### src/rtl/muldiv_defs_pkg.sv
// -----------------------------------------------------------------------------
// muldiv_defs
// Shared definitions for the iterative multiply/divide unit. The control unit
// and the writeback-source selector decode the same operation constants.
//   OP_*      : operation select codes driven on the unit's op port
//   state_t   : FSM state encodings (S_IDLE / S_CALC / S_FIN)
//   op_is_div : true for the two divide-family operations
// -----------------------------------------------------------------------------
package muldiv_defs;

    localparam logic [1:0] OP_MUL  = 2'd0;  // low word of product
    localparam logic [1:0] OP_MULH = 2'd1;  // high word of product
    localparam logic [1:0] OP_DIV  = 2'd2;  // quotient
    localparam logic [1:0] OP_REM  = 2'd3;  // remainder

    typedef enum logic [1:0] {
        S_IDLE = 2'd0,
        S_CALC = 2'd1,
        S_FIN  = 2'd2
    } state_t;

    // DIV and REM share op[1]; the datapath only needs to know which family.
    function automatic logic op_is_div(input logic [1:0] op_code);
        return op_code[1];
    endfunction

endpackage

### src/rtl/muldiv_step.sv
// -----------------------------------------------------------------------------
// muldiv_step
// One radix-2 iteration of the multiply/divide datapath, purely combinational.
//   Multiply: shift-add. {i_acc, i_lo} is the product register; i_lo[0] is the
//             current multiplier bit, i_opnd the multiplicand. The sum is
//             shifted right one place into {o_acc, o_lo}.
//   Divide:   restoring trial subtract. i_acc is the partial remainder, i_lo
//             holds the remaining dividend bits (MSB first) and collects the
//             quotient bits at its LSB. i_opnd is the divisor.
// Ports:
//   i_is_div  select divide (1) or multiply (0) step
//   i_acc     high half / partial remainder
//   i_lo      low half / dividend-quotient shift register
//   i_opnd    multiplicand / divisor
//   o_acc     next high half / partial remainder
//   o_lo      next low half / dividend-quotient shift register
// -----------------------------------------------------------------------------
module muldiv_step
    import muldiv_defs::*;
#(
    parameter int width = 32
) (
    input  logic             i_is_div,
    input  logic [width-1:0] i_acc,
    input  logic [width-1:0] i_lo,
    input  logic [width-1:0] i_opnd,
    output logic [width-1:0] o_acc,
    output logic [width-1:0] o_lo
);

    logic [width:0]   w_sum;    // multiply: carry + high half
    logic [width:0]   w_shift;  // divide: remainder shifted left with next dividend bit
    logic             w_ge;     // divide: trial subtraction succeeds
    logic [width-1:0] w_diff;   // divide: remainder after a successful subtraction

    always_comb begin
        // NOTE: every output of a combinational block gets a default first, so
        // no path leaves a signal unassigned and no latch is inferred.
        o_acc   = i_acc;
        o_lo    = i_lo;
        w_sum   = {1'b0, i_acc} + (i_lo[0] ? {1'b0, i_opnd} : '0);
        w_shift = {i_acc, i_lo[width-1]};
        w_ge    = (w_shift >= {1'b0, i_opnd});
        // When w_ge holds the true difference is below the divisor, so the
        // low width bits of the subtraction are exact.
        w_diff  = w_shift[width-1:0] - i_opnd;

        if (i_is_div) begin
            // A failed trial means w_shift < divisor < 2^width, so its top bit is 0.
            o_acc = w_ge ? w_diff : w_shift[width-1:0];
            o_lo  = {i_lo[width-2:0], w_ge};
        end else begin
            o_acc = w_sum[width:1];
            o_lo  = {w_sum[0], i_lo[width-1:1]};
        end
    end

endmodule

### src/rtl/muldiv_iter_unit.sv
// -----------------------------------------------------------------------------
// muldiv_iter_unit
// Iterative multiply/divide unit for the execute stage, one radix-2 step per
// clock. Its result feeds din3 of the writeback-source selector, qualified by
// done; the control unit stalls the pipeline while busy is high.
//
// Configuration macro: MULDIV_SIGNED_EN
//   defined   : is_signed=1 runs on operand magnitudes, signs fixed when the
//               result is written (no extra cycle).
//   undefined : is_signed is ignored; every operation is unsigned.
//
// Ports:
//   clk        rising-edge clock
//   rst        synchronous active-high reset (overrides start and flush)
//   start      request an operation; accepted only in IDLE
//   op         OP_MUL / OP_MULH / OP_DIV / OP_REM
//   is_signed  two's-complement operands (only with MULDIV_SIGNED_EN)
//   a, b       multiplicand/dividend, multiplier/divisor
//   flush      abort an operation in flight; suppresses start in IDLE
//   busy       high while iterating (cycle after acceptance until done)
//   done       one-cycle pulse, result valid
//   result     final value, held until the next operation completes
// -----------------------------------------------------------------------------
module muldiv_iter_unit
    import muldiv_defs::*;
#(
    parameter int width = 32,
    parameter int CNT_W = 6
) (
    input  logic             clk,
    input  logic             rst,
    input  logic             start,
    input  logic [1:0]       op,
    input  logic             is_signed,
    input  logic [width-1:0] a,
    input  logic [width-1:0] b,
    input  logic             flush,
    output logic             busy,
    output logic             done,
    output logic [width-1:0] result
);

    localparam logic [CNT_W-1:0] LAST_ITER = CNT_W'(width - 1);

    state_t           r_state;
    state_t           w_state_nxt;
    logic [1:0]       r_op;
    logic [width-1:0] r_acc;     // product high half / partial remainder
    logic [width-1:0] r_lo;      // product low half / dividend-quotient
    logic [width-1:0] r_opnd;    // multiplicand / divisor magnitude
    logic [CNT_W-1:0] r_cnt;
    logic             r_div0;    // divide by zero: no iterations, fixed result
    logic             r_neg;     // final result must be negated
    logic [width-1:0] r_result;

    logic             w_accept;
    logic             w_finish;
    logic             w_sgn_a;
    logic             w_sgn_b;
    logic [width-1:0] w_mag_a;
    logic [width-1:0] w_mag_b;
    logic [width-1:0] w_step_acc;
    logic [width-1:0] w_step_lo;
    logic [width-1:0] w_raw_hi;
    logic [width-1:0] w_raw_lo;
    logic             w_lo_zero;
    logic [width-1:0] w_fin_res;

    // ---------------------------------------------------------------- signs
`ifdef MULDIV_SIGNED_EN
    assign w_sgn_a = is_signed & a[width-1];
    assign w_sgn_b = is_signed & b[width-1];
`else
    assign w_sgn_a = 1'b0;
    assign w_sgn_b = 1'b0;
    logic w_unused_is_signed;
    assign w_unused_is_signed = is_signed;
`endif

    // The most-negative value maps onto itself, which is its correct unsigned
    // magnitude, so no special case is needed here.
    assign w_mag_a = w_sgn_a ? -a : a;
    assign w_mag_b = w_sgn_b ? -b : b;

    // ------------------------------------------------------------- datapath
    muldiv_step #(.width(width)) u_step (
        .i_is_div (op_is_div(r_op)),
        .i_acc    (r_acc),
        .i_lo     (r_lo),
        .i_opnd   (r_opnd),
        .o_acc    (w_step_acc),
        .o_lo     (w_step_lo)
    );

    // The result register is loaded on the edge that enters FIN, so the final
    // value is taken straight from the last iteration's step outputs. On divide
    // by zero the registers still hold the magnitude of a in r_lo.
    assign w_raw_hi  = r_div0 ? r_lo : w_step_acc;
    assign w_raw_lo  = w_step_lo;
    assign w_lo_zero = (w_raw_lo == '0);

    always_comb begin
        w_fin_res = w_raw_hi;
        case (r_op)
            OP_MUL:  w_fin_res = r_neg ? -w_raw_lo : w_raw_lo;
            // Negating a double-width value: the +1 ripples into the high
            // half only when the low half is zero.
            OP_MULH: w_fin_res = r_neg ? (~w_raw_hi + width'(w_lo_zero)) : w_raw_hi;
            OP_DIV:  w_fin_res = r_div0 ? '1 : (r_neg ? -w_raw_lo : w_raw_lo);
            default: w_fin_res = r_neg ? -w_raw_hi : w_raw_hi;
        endcase
    end

    // ------------------------------------------------------------------ FSM
    assign w_accept = (r_state == S_IDLE) && start && !flush;
    assign w_finish = (r_state == S_CALC) && !flush && (r_div0 || (r_cnt == LAST_ITER));

    always_comb begin
        w_state_nxt = r_state;
        busy        = 1'b0;
        done        = 1'b0;
        case (r_state)
            S_IDLE: begin
                if (start && !flush) w_state_nxt = S_CALC;
            end
            S_CALC: begin
                busy = 1'b1;
                if (flush)         w_state_nxt = S_IDLE;
                else if (w_finish) w_state_nxt = S_FIN;
            end
            S_FIN: begin
                done        = 1'b1;
                w_state_nxt = S_IDLE;
            end
            default: w_state_nxt = S_IDLE;
        endcase
    end

    always_ff @(posedge clk) begin
        // NOTE: state is updated with non-blocking assignments so every
        // register samples the pre-edge values, independent of statement order.
        if (rst) begin
            // NOTE: the datapath registers are reset too, so the unit leaves
            // reset in a fully known state rather than only a known FSM state.
            r_state  <= S_IDLE;
            r_op     <= OP_MUL;
            r_acc    <= '0;
            r_lo     <= '0;
            r_opnd   <= '0;
            r_cnt    <= '0;
            r_div0   <= 1'b0;
            r_neg    <= 1'b0;
            r_result <= '0;
        end else begin
            r_state <= w_state_nxt;

            if (w_accept) begin
                r_op   <= op;
                r_cnt  <= '0;
                r_acc  <= '0;
                r_div0 <= op_is_div(op) && (b == '0);
                r_neg  <= (op == OP_REM) ? w_sgn_a : (w_sgn_a ^ w_sgn_b);
                if (op_is_div(op)) begin
                    r_lo   <= w_mag_a;
                    r_opnd <= w_mag_b;
                end else begin
                    r_lo   <= w_mag_b;
                    r_opnd <= w_mag_a;
                end
            end else if ((r_state == S_CALC) && !r_div0) begin
                r_acc <= w_step_acc;
                r_lo  <= w_step_lo;
                r_cnt <= r_cnt + 1'b1;
            end

            if (w_finish) r_result <= w_fin_res;
        end
    end

    assign result = r_result;

endmodule
### config.mk
export PLATFORM = sky130hd
export DESIGN_NAME = muldiv_iter_unit
export DESIGN_NICKNAME = d
export VERILOG_FILES = /design/src/rtl/muldiv_defs_pkg.sv /design/src/rtl/muldiv_step.sv /design/src/rtl/muldiv_iter_unit.sv
export SDC_FILE = /design/constraint.sdc
export NUM_CORES = 1
export LEC_CHECK = 0
export CAP_MARGIN = 20
export CORE_MARGIN = 1
export CORE_UTILIZATION = 45
export DETAILED_ROUTE_END_ITERATION = 8
export GPL_TIMING_DRIVEN = 1
export PLACE_DENSITY = 0.63
export SLEW_MARGIN = 0
export SYNTH_ARGS = -nofsm -noshare
export SYNTH_HDL_FRONTEND = slang
export SYNTH_SLANG_ARGS = --single-unit
### constraint.sdc
create_clock -name clk -period 9.3 [get_ports clk]
set_clock_uncertainty 0.1 [all_clocks]
set_input_delay 0.93 -clock clk [delete_from_list [all_inputs] [get_ports clk]]
set_output_delay 0.93 -clock clk [all_outputs]
set_load 0.02 [all_outputs]
==> impl_metrics.yaml <==
timing:
  totalNegativeSetupSlack_ns: 0
  grt_setup_unrepaired: "false"
  worst_slew_pin_slew_ns: 1.14
  setup_ws_ns: 4.82
  timing_hold_violations_final: 0
  slew_viol_final: 0
  relative_slew_slack_pct: 24.0
  setup_viol_count_final: 0
  period_share_pct: 48.2
  final.min_clock_period_ns: 4.48
  fmax_ghz: 0.223
die:
  design.core.area_um2: 24400
  floorplan.die.width_um: 160
  start_util_pct: 46.1
  die_height_um: 160
  floorplan.rows: 57
  top_level_ports: 105
  die_area_um2: 25600
logic_synthesis:
  asyncSetResetFlopFracSynth_pct: 0
  synth_fp_nets: 1578
  post_synth.cell_area_avg_um2: 7.81
  synth_top_flop_cell: "sky130_fd_sc_hd__dfxtp_1"
  yosysUniqueCellTypes: 84
  synth_warnings: 0
  post_synth_most_frequent_cells: "139 x sky130_fd_sc_hd__dfxtp_1, 135 x sky130_fd_sc_hd__nor2_1, 132 x sky130_fd_sc_hd__a21oi_1, 86 x sky130_fd_sc_hd__mux2i_1, 84 x sky130_fd_sc_hd__clkbuf_1"
  yosysTopAreaCellShare_pct: 24.7
  yosys-top-cells-area: "sky130_fd_sc_hd__dfxtp_1 25%, sky130_fd_sc_hd__mux2i_1 7.7%, sky130_fd_sc_hd__ha_1 7.2%"
  synth_edf_count: 0
  synth.most_common_cell: "sky130_fd_sc_hd__dfxtp_1"
  synth_top_cell_by_area: "sky130_fd_sc_hd__dfxtp_1"
  synthesis.area_um2: 11200
  postSynthRegisterBits: 139
  fraction_of_the_yosys_area_taken_by_sequential_cells_pct: 24.7
  post_synth_inst_count: 1440
worst_setup_path:
  path_class: "reg2reg"
  critical_path_required_time_ns: 9.58
  timing.critical_path.from_type: "flip-flop"
  crit_path_max_fanout: 32
  timing.critical_path.to_type: "flip-flop"
  cp_data_arrival_time_ns: 4.76
finish:
  drive_gt1_share_pct: 7.97
  finalInstanceArea_um2: 13000
  final-seq-area_um2: 2790
  nNetsFinal: 1619
  number_of_inserted_filler_cells_in_the_final_layout: 2409
  finish.cell_count_without_fillers: 1818
  num_antenna_cells: 0
  area_delta_synth_final_pct: 15.7
  multi_input_area_um2: 7890
grt:
  wire_length_of_the_first_global_routing_pass_um: 60900
  pin_count_of_the_biggest_net_entering_global_routing: 66
  grt-ovfl-total: 0
  grt_antenna_before_repair: 0
  gr-usage-all-layers_pct: 30.4
  number_of_global_route_vias_before_repair: 10400
power:
  peakVddDrop_uv: 138
  p_leak_uw: 0.00512
  power-per-cell-area_nw_per_um2: 139
routing:
  drt_first_pass_iters: 5
  postRouteAntennaNets: 0
  detail_route.wirelength_um: 39100
  post-route-drc-count: 0
  first_iter_violations: 1002
  route.vias.total: 11400
  post_drt_via_cell_ratio: 6.26
  post_drt_wl_per_cell_um: 21.5
cts:
  cts_htree_levels: 4
  cts_hold_buf: 0
  cts_resized: 0
  clkTransAtPathRegs_ns: 0.07
  numCtsBuffers: 17
  cts-root-to-sink-buffers: 2
  cts.repair_timing.setup_buffer_count: 0
  clock-sinks: 139
  tritoncts: "built"
  clock_insertion_delay_worst_skew_ns: 0.44
  root_cell_of_the_clock_tree: "sky130_fd_sc_hd__clkbuf_16"
place:
  placed_cells: 1786
  port_buffers: 103
  placed_cell_area_um2: 12400
  hpwl_um: 28800
  place_ws_ns: 4.93
  gpl.final_weighted_congestion: 0.935
outcome:
  result_of_the_run: "completed"
worst_hold_path:
  min-delay-path-class: "reg2reg"
flow_run:
  max_cap_viol_count: 0
## final timing paths
| kind | slack [ns] | from | cells past startpoint | to |
|---|---|---|---|---|
| hold reg to reg | 0.38 | r_cnt[1] | 2 | r_cnt[1] |
| setup reg to reg | 4.82 | r_lo[0] | 13 | result[29] |
| hold / removal | 0.38 | r_cnt[1] | 2 | r_cnt[1] |
| setup / recovery | 4.82 | r_lo[0] | 13 | result[29] |
## flip-flops by register name, indices dropped and copies added, names as in the netlist
register / flops
r_lo: 32
result: 32
r_state: 2
r_acc: 32
r_cnt: 6
r_opnd: 32
r_op: 2
r_div0: 1
## cells in the final DEF (no fill, tap or decap), drive strengths merged, types with 10 or more instances in the layout
master,instances
nor3,20
a21o,35
o21bai,11
a31oi,18
o21a,12
o21ai,84
xnor2,31
o221ai,22
nor2,136
or3,22
and2,36
ha,65
and3,12
mux2i,86
xor2,18
o22ai,18
inv,64
clkdlybuf4s50,101
a21oi,133
clkbuf,18
nand2,84
dfxtp,139
nand4,15
nand2b,11
o211ai,17
buf,18
nor4,10
nand3,45
o221a,14
a211oi,73
mux2,22
## area by class of cell
class,count,share of cell area [%]
timing repair buffer,119,8.81
sequential,139,21.4
tap,324,3.12
inverter,56,1.62
multi-input combinational,1148,60.6
clock inverter,14,1.12
clock buffer,18,3.30
## through the flow
step / util [%] / hold slack (ns) / power, µW
2_1_floorplan: - / 0.353 / 967
3_3_place_gp: 51.0 / 0.361 / 1110
3_5_place_dp: 51.0 / 0.367 / 1120
4_1_cts: 53.3 / 0.377 / 1810
5_1_grt: 53.3 / 0.418 / 1880
6_report: 53.3 / 0.379 / 1810
## routing by layer
metal,global-route usage [%],up-vias,routed length [µm]
li1,-,5482,-
met1,45.2,5385,19100
met2,46.2,471,16800
met3,3.48,36,2610
met4,7.27,0,630
met5,0,-,0
## worst max-delay path, cell delays in order (launching register included)
cell and delay [ns]:
sky130_fd_sc_hd__dfxtp_1 0.34, sky130_fd_sc_hd__buf_4 0.24, sky130_fd_sc_hd__and2_1 0.20, sky130_fd_sc_hd__ha_1 0.22
sky130_fd_sc_hd__fa_1 0.44, sky130_fd_sc_hd__a211oi_1 0.39, sky130_fd_sc_hd__o21ai_1 0.22, sky130_fd_sc_hd__a31oi_1 0.50
sky130_fd_sc_hd__o21ai_1 0.29, sky130_fd_sc_hd__a2111oi_0 0.56, sky130_fd_sc_hd__xnor2_1 0.18, sky130_fd_sc_hd__nor2_1 0.06
sky130_fd_sc_hd__a31oi_1 0.45, sky130_fd_sc_hd__a31o_1 0.23
## logic make-up after synthesis
family	Yosys count	share of synthesized area (%)
adder cells (fa/ha/maj)	67	7.59
AO/OA/AOI/OAI	502	30.2
flip-flops	139	24.7
XOR/XNOR	49	3.81
multiplexers	108	9.89
buffers and inverters	153	5.33
AND/OR/NAND/NOR	422	18.4
## power by group
part	leakage (µW)	total [µW]	switching [µW]	internal, µW
clock	0.000277	693	315	379
combinational	0.00371	461	277	184
sequential	0.00113	655	34.4	621
total	0.00512	1810	626	1180
Power figures use the tool's default switching activity.
